## src/rtl/seq_divider32_pkg.sv

```systemverilog
// Shared definitions for the sequential divider: FSM state encodings and
// the default operand width.
package seq_divider32_pkg;

    localparam int DIV_WIDTH_DEFAULT = 32;

    typedef enum logic [1:0] {
        ST_IDLE  = 2'd0,
        ST_RUN   = 2'd1,
        ST_FIXUP = 2'd2,
        ST_DONE  = 2'd3
    } div_state_t;

endpackage

```

## src/rtl/seq_divider32_div_step.sv

```systemverilog
// One restoring-division iteration: shift the next dividend bit into the
// partial remainder, trial-subtract the divisor and keep the difference
// only when it does not borrow. The shifted value is WIDTH+1 bits so the
// bit pushed out of the remainder MSB still takes part in the compare.
module seq_divider32_div_step #(
    parameter int WIDTH = 32
) (
    input  logic [WIDTH-1:0] rem,
    input  logic             q_msb,
    input  logic [WIDTH-1:0] divisor,
    output logic [WIDTH-1:0] rem_next,
    output logic             q_bit
);

    logic [WIDTH:0] shifted_s;
    logic [WIDTH:0] diff_s;

    // shift, trial subtract and restore when the subtraction borrows
    always_comb begin
        shifted_s = {rem, q_msb};
        diff_s    = shifted_s - {1'b0, divisor};
        if (diff_s[WIDTH] == 1'b0) begin
            rem_next = diff_s[WIDTH-1:0];
            q_bit    = 1'b1;
        end else begin
            rem_next = shifted_s[WIDTH-1:0];
            q_bit    = 1'b0;
        end
    end

endmodule

```

## src/rtl/seq_divider32.sv

```systemverilog
// Iterative restoring divider, one quotient bit per clock.
// Optional build macro: DIVIDER_SIGNED_EN selects two's-complement operands
// (magnitudes are divided, a FIXUP cycle restores the signs). Without it the
// divider is unsigned only and no negation logic is built.
module seq_divider32
    import seq_divider32_pkg::*;
#(
    parameter int WIDTH = DIV_WIDTH_DEFAULT
) (
    input  logic             clk,
    input  logic             rst_n,
    input  logic             start,
    input  logic [WIDTH-1:0] dividend,
    input  logic [WIDTH-1:0] divisor,
    output logic             busy,
    output logic             done,
    output logic [WIDTH-1:0] quotient,
    output logic [WIDTH-1:0] remainder,
    output logic             div_by_zero
);

    localparam int CNT_W = $clog2(WIDTH + 1);
    localparam logic [CNT_W-1:0] CNT_LOAD = CNT_W'(WIDTH);
    localparam logic [CNT_W-1:0] CNT_ONE  = CNT_W'(1);

    div_state_t       state_r;
    div_state_t       state_nxt_s;
    logic             busy_nxt_s;
    logic             done_nxt_s;
    logic             start_ok_s;
    logic             div_zero_s;
    logic             last_iter_s;
    logic [CNT_W-1:0] count_r;
    logic [WIDTH-1:0] q_r;
    logic [WIDTH-1:0] rem_r;
    logic [WIDTH-1:0] divisor_r;
    logic [WIDTH-1:0] rem_step_s;
    logic             q_bit_s;
    logic [WIDTH-1:0] dividend_mag_s;
    logic [WIDTH-1:0] divisor_mag_s;

`ifdef DIVIDER_SIGNED_EN
    logic neg_q_r;
    logic neg_r_r;

    // two's-complement negate when en is set
    function automatic logic [WIDTH-1:0] neg_if(input logic [WIDTH-1:0] v, input logic en);
        if (en) begin
            neg_if = ~v + {{(WIDTH-1){1'b0}}, 1'b1};
        end else begin
            neg_if = v;
        end
    endfunction

    assign dividend_mag_s = neg_if(dividend, dividend[WIDTH-1]);
    assign divisor_mag_s  = neg_if(divisor, divisor[WIDTH-1]);
`else
    assign dividend_mag_s = dividend;
    assign divisor_mag_s  = divisor;
`endif

    assign start_ok_s  = start && ((state_r == ST_IDLE) || (state_r == ST_DONE));
    assign div_zero_s  = (divisor == {WIDTH{1'b0}});
    assign last_iter_s = (count_r == CNT_ONE);

    seq_divider32_div_step #(.WIDTH(WIDTH)) u_step (
        .rem      (rem_r),
        .q_msb    (q_r[WIDTH-1]),
        .divisor  (divisor_r),
        .rem_next (rem_step_s),
        .q_bit    (q_bit_s)
    );

    // state register plus registered busy/done status
    always_ff @(posedge clk) begin
        if (!rst_n) begin
            state_r <= ST_IDLE;
            busy    <= 1'b0;
            done    <= 1'b0;
        end else begin
            state_r <= state_nxt_s;
            busy    <= busy_nxt_s;
            done    <= done_nxt_s;
        end
    end

    // next-state decode; IDLE and DONE both accept a new start
    always_comb begin
        state_nxt_s = ST_IDLE;
        case (state_r)
            ST_IDLE, ST_DONE: begin
                if (start) begin
                    state_nxt_s = div_zero_s ? ST_DONE : ST_RUN;
                end else begin
                    state_nxt_s = ST_IDLE;
                end
            end
            ST_RUN: begin
                if (last_iter_s) begin
`ifdef DIVIDER_SIGNED_EN
                    state_nxt_s = ST_FIXUP;
`else
                    state_nxt_s = ST_DONE;
`endif
                end else begin
                    state_nxt_s = ST_RUN;
                end
            end
`ifdef DIVIDER_SIGNED_EN
            ST_FIXUP: begin
                state_nxt_s = ST_DONE;
            end
`endif
            default: begin
                state_nxt_s = ST_IDLE;
            end
        endcase
    end

    // status outputs for the upcoming state, registered above
    always_comb begin
        busy_nxt_s = 1'b0;
        done_nxt_s = 1'b0;
        case (state_nxt_s)
            ST_RUN, ST_FIXUP: busy_nxt_s = 1'b1;
            ST_DONE:          done_nxt_s = 1'b1;
            default: begin
                busy_nxt_s = 1'b0;
                done_nxt_s = 1'b0;
            end
        endcase
    end

    // operand latch, iteration datapath and result registers
    always_ff @(posedge clk) begin
        if (!rst_n) begin
            count_r     <= {CNT_W{1'b0}};
            q_r         <= {WIDTH{1'b0}};
            rem_r       <= {WIDTH{1'b0}};
            divisor_r   <= {WIDTH{1'b0}};
            quotient    <= {WIDTH{1'b0}};
            remainder   <= {WIDTH{1'b0}};
            div_by_zero <= 1'b0;
`ifdef DIVIDER_SIGNED_EN
            neg_q_r     <= 1'b0;
            neg_r_r     <= 1'b0;
`endif
        end else if (start_ok_s) begin
            count_r   <= CNT_LOAD;
            q_r       <= dividend_mag_s;
            rem_r     <= {WIDTH{1'b0}};
            divisor_r <= divisor_mag_s;
`ifdef DIVIDER_SIGNED_EN
            neg_q_r   <= dividend[WIDTH-1] ^ divisor[WIDTH-1];
            neg_r_r   <= dividend[WIDTH-1];
`endif
            if (div_zero_s) begin
                // divide-by-zero goes straight to DONE with fixed results
                quotient    <= {WIDTH{1'b1}};
                remainder   <= dividend;
                div_by_zero <= 1'b1;
            end else begin
                quotient    <= {WIDTH{1'b0}};
                remainder   <= {WIDTH{1'b0}};
                div_by_zero <= 1'b0;
            end
        end else if (state_r == ST_RUN) begin
            q_r     <= {q_r[WIDTH-2:0], q_bit_s};
            rem_r   <= rem_step_s;
            count_r <= count_r - CNT_ONE;
`ifndef DIVIDER_SIGNED_EN
            if (last_iter_s) begin
                quotient  <= {q_r[WIDTH-2:0], q_bit_s};
                remainder <= rem_step_s;
            end else begin
                quotient  <= quotient;
                remainder <= remainder;
            end
`endif
`ifdef DIVIDER_SIGNED_EN
        end else if (state_r == ST_FIXUP) begin
            // quotient truncates toward zero, remainder follows the dividend sign
            quotient  <= neg_if(q_r, neg_q_r);
            remainder <= neg_if(rem_r, neg_r_r);
`endif
        end else begin
            count_r <= count_r;
        end
    end

endmodule

```

## config.mk

```make
export PLATFORM = sky130hd
export DESIGN_NAME = seq_divider32
export DESIGN_NICKNAME = d
export VERILOG_FILES = /design/src/rtl/seq_divider32_pkg.sv /design/src/rtl/seq_divider32_div_step.sv /design/src/rtl/seq_divider32.sv
export SDC_FILE = /design/constraint.sdc
export NUM_CORES = 1
export LEC_CHECK = 0
export BUFFER_PORTS_ARGS = -buffer_cell sky130_fd_sc_hd__buf_2
export CAP_MARGIN = 5
export CORE_UTILIZATION = 35
export DETAILED_ROUTE_END_ITERATION = 7
export PLACE_DENSITY = 0.52
export SYNTH_ARGS = -nofsm -noshare
export SYNTH_HDL_FRONTEND = slang
export SYNTH_SLANG_ARGS = --single-unit
```

## constraint.sdc

```tcl
create_clock -name clk -period 9 [get_ports clk]
set_input_delay 0.45 -clock clk [delete_from_list [all_inputs] [get_ports clk]]
set_output_delay 0.45 -clock clk [all_outputs]
set_load 0.005 [all_outputs]
```

==> results of run 1 <==
==> cell usage after synthesis (9+ instances only) <==
cell / number
a31oi_1: 39
nor3_1: 18
inv_1: 39
a21oi_1: 80
o21ai_1: 12
a21o_1: 18
o21ai_0: 61
buf_1: 9
clkbuf_1: 63
xor2_1: 13
dfxtp_1: 171
mux2i_1: 41
ha_1: 37
o211a_1: 33
nor2_1: 73
and2_1: 11
a21boi_0: 34
mux2_4: 11
nor4_1: 10
nand2_1: 212
a211oi_1: 18
xnor2_1: 20
==> tightest hold or removal path: stages <==
cell,delay (ps)
buf_2,100
nand2_1,50
o21ai_1,60
==> flip-flops by register name, indices dropped and copies added, names as in the netlist <==
signal and count:
remainder 32, div_by_zero 1, done 1, busy 1, state_r 2, rem_r 32, quotient 32, divisor_r 32
q_r 32, count_r 6
==> cell families after synthesis <==
group           count (synthesis)  synth area share (%)
fa+ha+maj                      38                 5.259
xor+xnor                       33                 3.147
buf+inv                       120                 5.204
compound gates                350                 25.98
flops                         171                 37.28
simple gates                  363                 16.74
mux                            53                 6.390
==> per-layer routing <==
metal,global-route usage [%],wire [um]
met5,0,0
met4,4.040,210
met3,3.359,1332
met2,27.99,10500
met1,30.25,14160
==> area by class of cell <==
type	count	area [um^2]
Tap cell	330	412.9
Fill cell	2641	14840
Inverter	40	150.1
Sequential cell	171	3423
Timing Repair Buffer	142	733.2
Clock inverter	14	150.1
Clock buffer	18	439.2
Multi-Input combinational cell	837	5319
==> report_power, final <==
group,internal [mW],switching [mW]
logic,0.297,0.429
registers,0.815,0.0431
clock network,0.379,0.360
total,1.49,0.831
==> stage by stage <==
step / area (um^2) / power [mW] / util (%) / cells
after floorplan: 9184 / 1.411 / - / 1128
after global placement: 10040 / 1.594 / 39.41 / 1520
after detailed placement: 10040 / 1.596 / 39.41 / 1520
after CTS: 10630 / 2.335 / 41.72 / 1552
after global routing: 10630 / 2.454 / 41.72 / 1552
final: 10630 / 2.323 / 41.72 / 1552
==> path summary, 6_finish.rpt <==
| kind | from | end | slack (ps) | depth (start not counted) |
|---|---|---|---|---|
| worst max-delay path | state_r[0] | count_r[1] | 5270 | 7 |
| worst min register to register | divisor_r[17] | divisor_r[17] | 470 | 2 |
| worst min-delay path | dividend[29] | remainder[29] | 250 | 3 |
| worst max register to register | state_r[0] | count_r[1] | 5270 | 7 |
==> reports/summary.txt, run 1 <==
Outcome: finished clean
First-pass GRT wire length: 41110 um
Hold violation total from the final report: 0
Worst-path clk slew: 70 ps
Vert. Die Dim: 164.0 um
Postcts setup bufs: 0
Core area: 25470 um^2
Unrepaired setup endpoints after global routing: false
Cell variety after synth: 64
Post-CTS sizing: 0
Most frequent cells in the layout: nand2_1 (211), dfxtp_1 (171), buf_2 (133)
Mean Syn Cell Area: 8.142 um^2
CTS H-tree depth: 4
TritonCTS clock tree: yes
Vias/cell: 5.195
Synth warnings: 0
Top delay family on crit path: buffers and inverters
CP endpoint kind: flip-flop
All-Layer GR Usage: 19.62%
Drt pass-1 iters: 5
Layout area overhead: 15.72%
Initial antenna violation count: 0
Worst Setup Start Kind: flip-flop
Async set-or-reset flop fraction in the synthesized netlist: 0%
Sequential share of the synthesized area: 37.28%
Mapped Cells: 1128
Via count: 8063
Routed WL: 26210 um
Post-CTS Hold Fix Bufs: 0
Seq cells post-synth: 171
Area share of the largest cell type after synthesis: 37.28%
Crit Path Category: reg -> reg
Final Setup Violations: 0
Ports: 134
Final worst setup slack: 5266 ps
Chain of cells forming the critical path: inv_1 > ha_1 > nand2_4 > buf_4 > buf_4 > nand2_1 > a211oi_1
Area of the mapped netlist: 9184 um^2
WP data required: 9340 ps
CTS Sinks: 171
Worst-margin pin slew: 1048 ps
WP buf/inv: 3
Worst slack, placed: 5261 ps
Final ANT Viol Nets: 0
Fin crit share: 41.49%
EDFF count, synth: 0
Max Slew Vio Count: 0
Synth area leaders: dfxtp_1 (37%), nand2_1 (8.7%), ha_1 (5.0%)
Num CTS Buffers: 17
DP Wirelength: 18750 um
Vias in the first global route: 7232
Most common cell after layout, fill and taps aside: nand2_1
Hold slack: 251.8 ps
Top_reg_cell synth: dfxtp_1
Wire per inst: 16.89 um
Peak VDD IR: 120.0 uV
Maximum Capacitance Violations: 0
Worst Skew: 9.141 ps
NumNets Final: 1314
Leak Pwr: 4.700 nW
Final setup TNS: 0 ps
Routability cong.: 0.8471
Syn_nets: 1233
CP max stage delay: 890 ps
Crit Path Max Fanout: 93
Slowest CP cell: buf_4
Yosys top cell by area: dfxtp_1
DR DRC count: 0
Pin count of the biggest net entering global routing: 97
Peak Freq: 0.2678 GHz
Layout cells sized above 1: 17.18%
Die ar.: 26890 um^2
CTS max path bufs: 2
Clk_lat worst skew: 440 ps
PD cells: 218.6 nW/um^2
Worst path most repeated cell: buf_4
Starting Density: 36.05%
Gr ovfl total: 0
Crit path arrival time: 4070 ps
Ant diodes: 0
I/O Buffers: 133
Worst relative slew slack: 30.14%
Die Wd: 164.0 um
Tightest Hold Check Type: in -> reg
Clk root buf: clkbuf_16
DR iter-0 viols: 644
Num rows: 58
Post-layout min period: 3734 ps
No activity file was read; power rests on OpenSTA's default activity.
==> run 2: changes to the inputs <==
==> constraint.sdc (replaced) <==
create_clock -name clk -period 3.71 [get_ports clk]
set_input_delay 0.1855 -clock clk [delete_from_list [all_inputs] [get_ports clk]]
set_output_delay 0.1855 -clock clk [all_outputs]
set_load 0.005 [all_outputs]
==> run 2 against run 1 <==
Effect of this change:
- core utilization is 0.81 points higher
- critical endpoint is now remainder[3]
- wire length up 2.1%
- highest routed layer unchanged
- die area unchanged
- worst hold slack lost 240 ps
- cell area increased by 1.9%
- count of clock-buffer cells in the layout decreased by 1
==> reports/summary.txt, run 2 (synthesis gave the netlist of run 1 again) <==
Outcome: finished clean
Post-layout util: 42.53% (+0.81 points)
Final Setup Violations: 0 (unchanged)
NumNets Final: 1338 (+1.8%)
FILL cells: 2638 (-0.11%)
DP Wirelength: 19630 um (+4.7%)
CTS Sinks: 171 (unchanged)
Clk_lat worst skew: 440 ps (about the same)
Most common cell after layout, fill and taps aside: nand2_1
Crit Path Category: reg -> reg
CTS max path bufs: 2 (unchanged)
Layout cells sized above 1: 17.99% (+0.81 points)
Hold violation total from the final report: 0 (unchanged)
Worst-margin pin slew: 860.1 ps (-187.8 ps)
Leak Pwr: 4.814 nW (+2.4%)
Starting Density: 36.05% (unchanged)
Vert. Die Dim: 164.0 um (unchanged)
Finished layout cell area: 10830 um^2 (+1.9%)
Drt pass-1 iters: 6 (+1)
Vias/cell: 5.197 (about the same)
Unrepaired setup endpoints after global routing: false
Most frequent cells in the layout: nand2_1 (211), dfxtp_1 (171), buf_2 (133)
Die Wd: 164.0 um (unchanged)
Fin crit share: 88.50% (+47 points)
Multi-input gate area: 5319 um^2 (unchanged)
CP endpoint kind: flip-flop
WP data required: 4030 ps (-5310 ps)
Dpl cells: 1535 (+0.99%)
DR DRC count: 0 (unchanged)
Postcts setup bufs: 0 (unchanged)
Fin cells: 1576 (+1.5%)
Ports: 134 (unchanged)
Peak Freq: 0.3046 GHz (+14%)
Maximum Capacitance Violations: 0 (unchanged)
Peak VDD IR: 298.6 uV (+150%)
I/O Buffers: 133 (unchanged)
Worst slack, placed: 265.9 ps (-4995 ps)
Final setup TNS: 0 ps (unchanged)
Initial antenna violation count: 0 (unchanged)
Via count: 8190 (+1.6%)
PD cells: 523.4 nW/um^2 (+140%)
Num CTS Buffers: 17 (unchanged)
All-Layer GR Usage: 20.45% (+0.84 points)
Worst-path clk slew: 70 ps (about the same)
Worst Setup Start Kind: flip-flop
Layout area overhead: 17.97%
Post-DP Area: 10160 um^2 (+1.2%)
First-pass GRT wire length: 42790 um (+4.1%)
Gr ovfl total: 0 (unchanged)
Clk root buf: clkbuf_16
Num rows: 58 (unchanged)
TritonCTS clock tree: yes
Pin count of the biggest net entering global routing: 48 (-51%)
CTS H-tree depth: 4 (unchanged)
Tightest Hold Check Type: in -> reg
Max Slew Vio Count: 0 (unchanged)
Crit path arrival time: 3610 ps (-460 ps)
Routed WL: 26770 um (+2.1%)
DR iter-0 viols: 745 (+16%)
Routability cong.: 0.8967 (+5.9%)
Final worst setup slack: 426.8 ps (-4839 ps)
FF+latch area: 3423 um^2 (unchanged)
Worst Skew: 14.87 ps (+5.725 ps)
Worst relative slew slack: 42.52% (+12 points)
Core area: 25470 um^2 (unchanged)
Vias in the first global route: 7675 (+6.1%)
Final ANT Viol Nets: 0 (unchanged)
Post-layout min period: 3283 ps (-451.1 ps)
Crit Path Max Fanout: 24 (-74%)
Die ar.: 26890 um^2 (unchanged)
Wire per inst: 16.98 um (+0.58%)
==> run 2: worst max-delay path: stages, from the launching register on <==
cell      delay [ps]
dfxtp_1          310
inv_1             80
ha_1             170
fa_1             200
nand2b_1         160
a21oi_2           90
o41ai_4          430
o211ai_2         170
a311oi_1         460
a211o_4          450
mux2_2           400
o21ai_0          160
a21oi_1           80
==> run 2: timing repair <==
item,4_1_cts,5_1_grt
resized for setup,0,1
endpoints found under the setup margin,0,3
endpoints found under the hold margin,9,0
hold buffers,9,0
==> run 2: worst paths after layout <==
kind	cells after the start	slack [ps]	to	startpoint
max	12	430	remainder[3]	q_r[31]
min	3	8	remainder[2]	dividend[2]
max reg2reg	12	430	remainder[3]	q_r[31]
min reg2reg	2	460	divisor_r[2]	divisor_r[2]
==> run 2: layout make-up <==
class,count,share of cell area [%]
inverters,40,1.386
flip-flops and latches,171,31.60
diodes,1,0.02310
clock buffers,17,3.927
repair buffers,166,8.754
clock inverters,14,1.409
well taps,330,3.811
multi-input cells,837,49.09
==> run 2: layer usage <==
layer | vias to the layer above | share of wire [%] | GRT usage, %
li1 | 4211 | - | -
met1 | 3754 | 54 | 31.44
met2 | 203 | 40 | 29.45
met3 | 22 | 4.9 | 3.359
met4 | 0 | 1.0 | 4.125
met5 | - | 0 | 0
==> run 2: where the power goes <==
part | leakage (nW) | internal [mW] | switching (mW)
logic | 3.12 | 0.767 | 1.06
clock network | 0.285 | 0.900 | 0.867
registers | 1.40 | 1.98 | 0.103
total | 4.81 | 3.64 | 2.03
==> run 2: through the flow <==
| stage | hold slack (ps) | total power [mW] |
|---|---|---|
| after floorplan | 294.0 | 3.422 |
| after global placement | 424.6 | 3.913 |
| after detailed placement | 426.1 | 3.920 |
| after CTS | 0.2071 | 5.700 |
| after global routing | 4.422 | 6.005 |
| final | 7.924 | 5.670 |
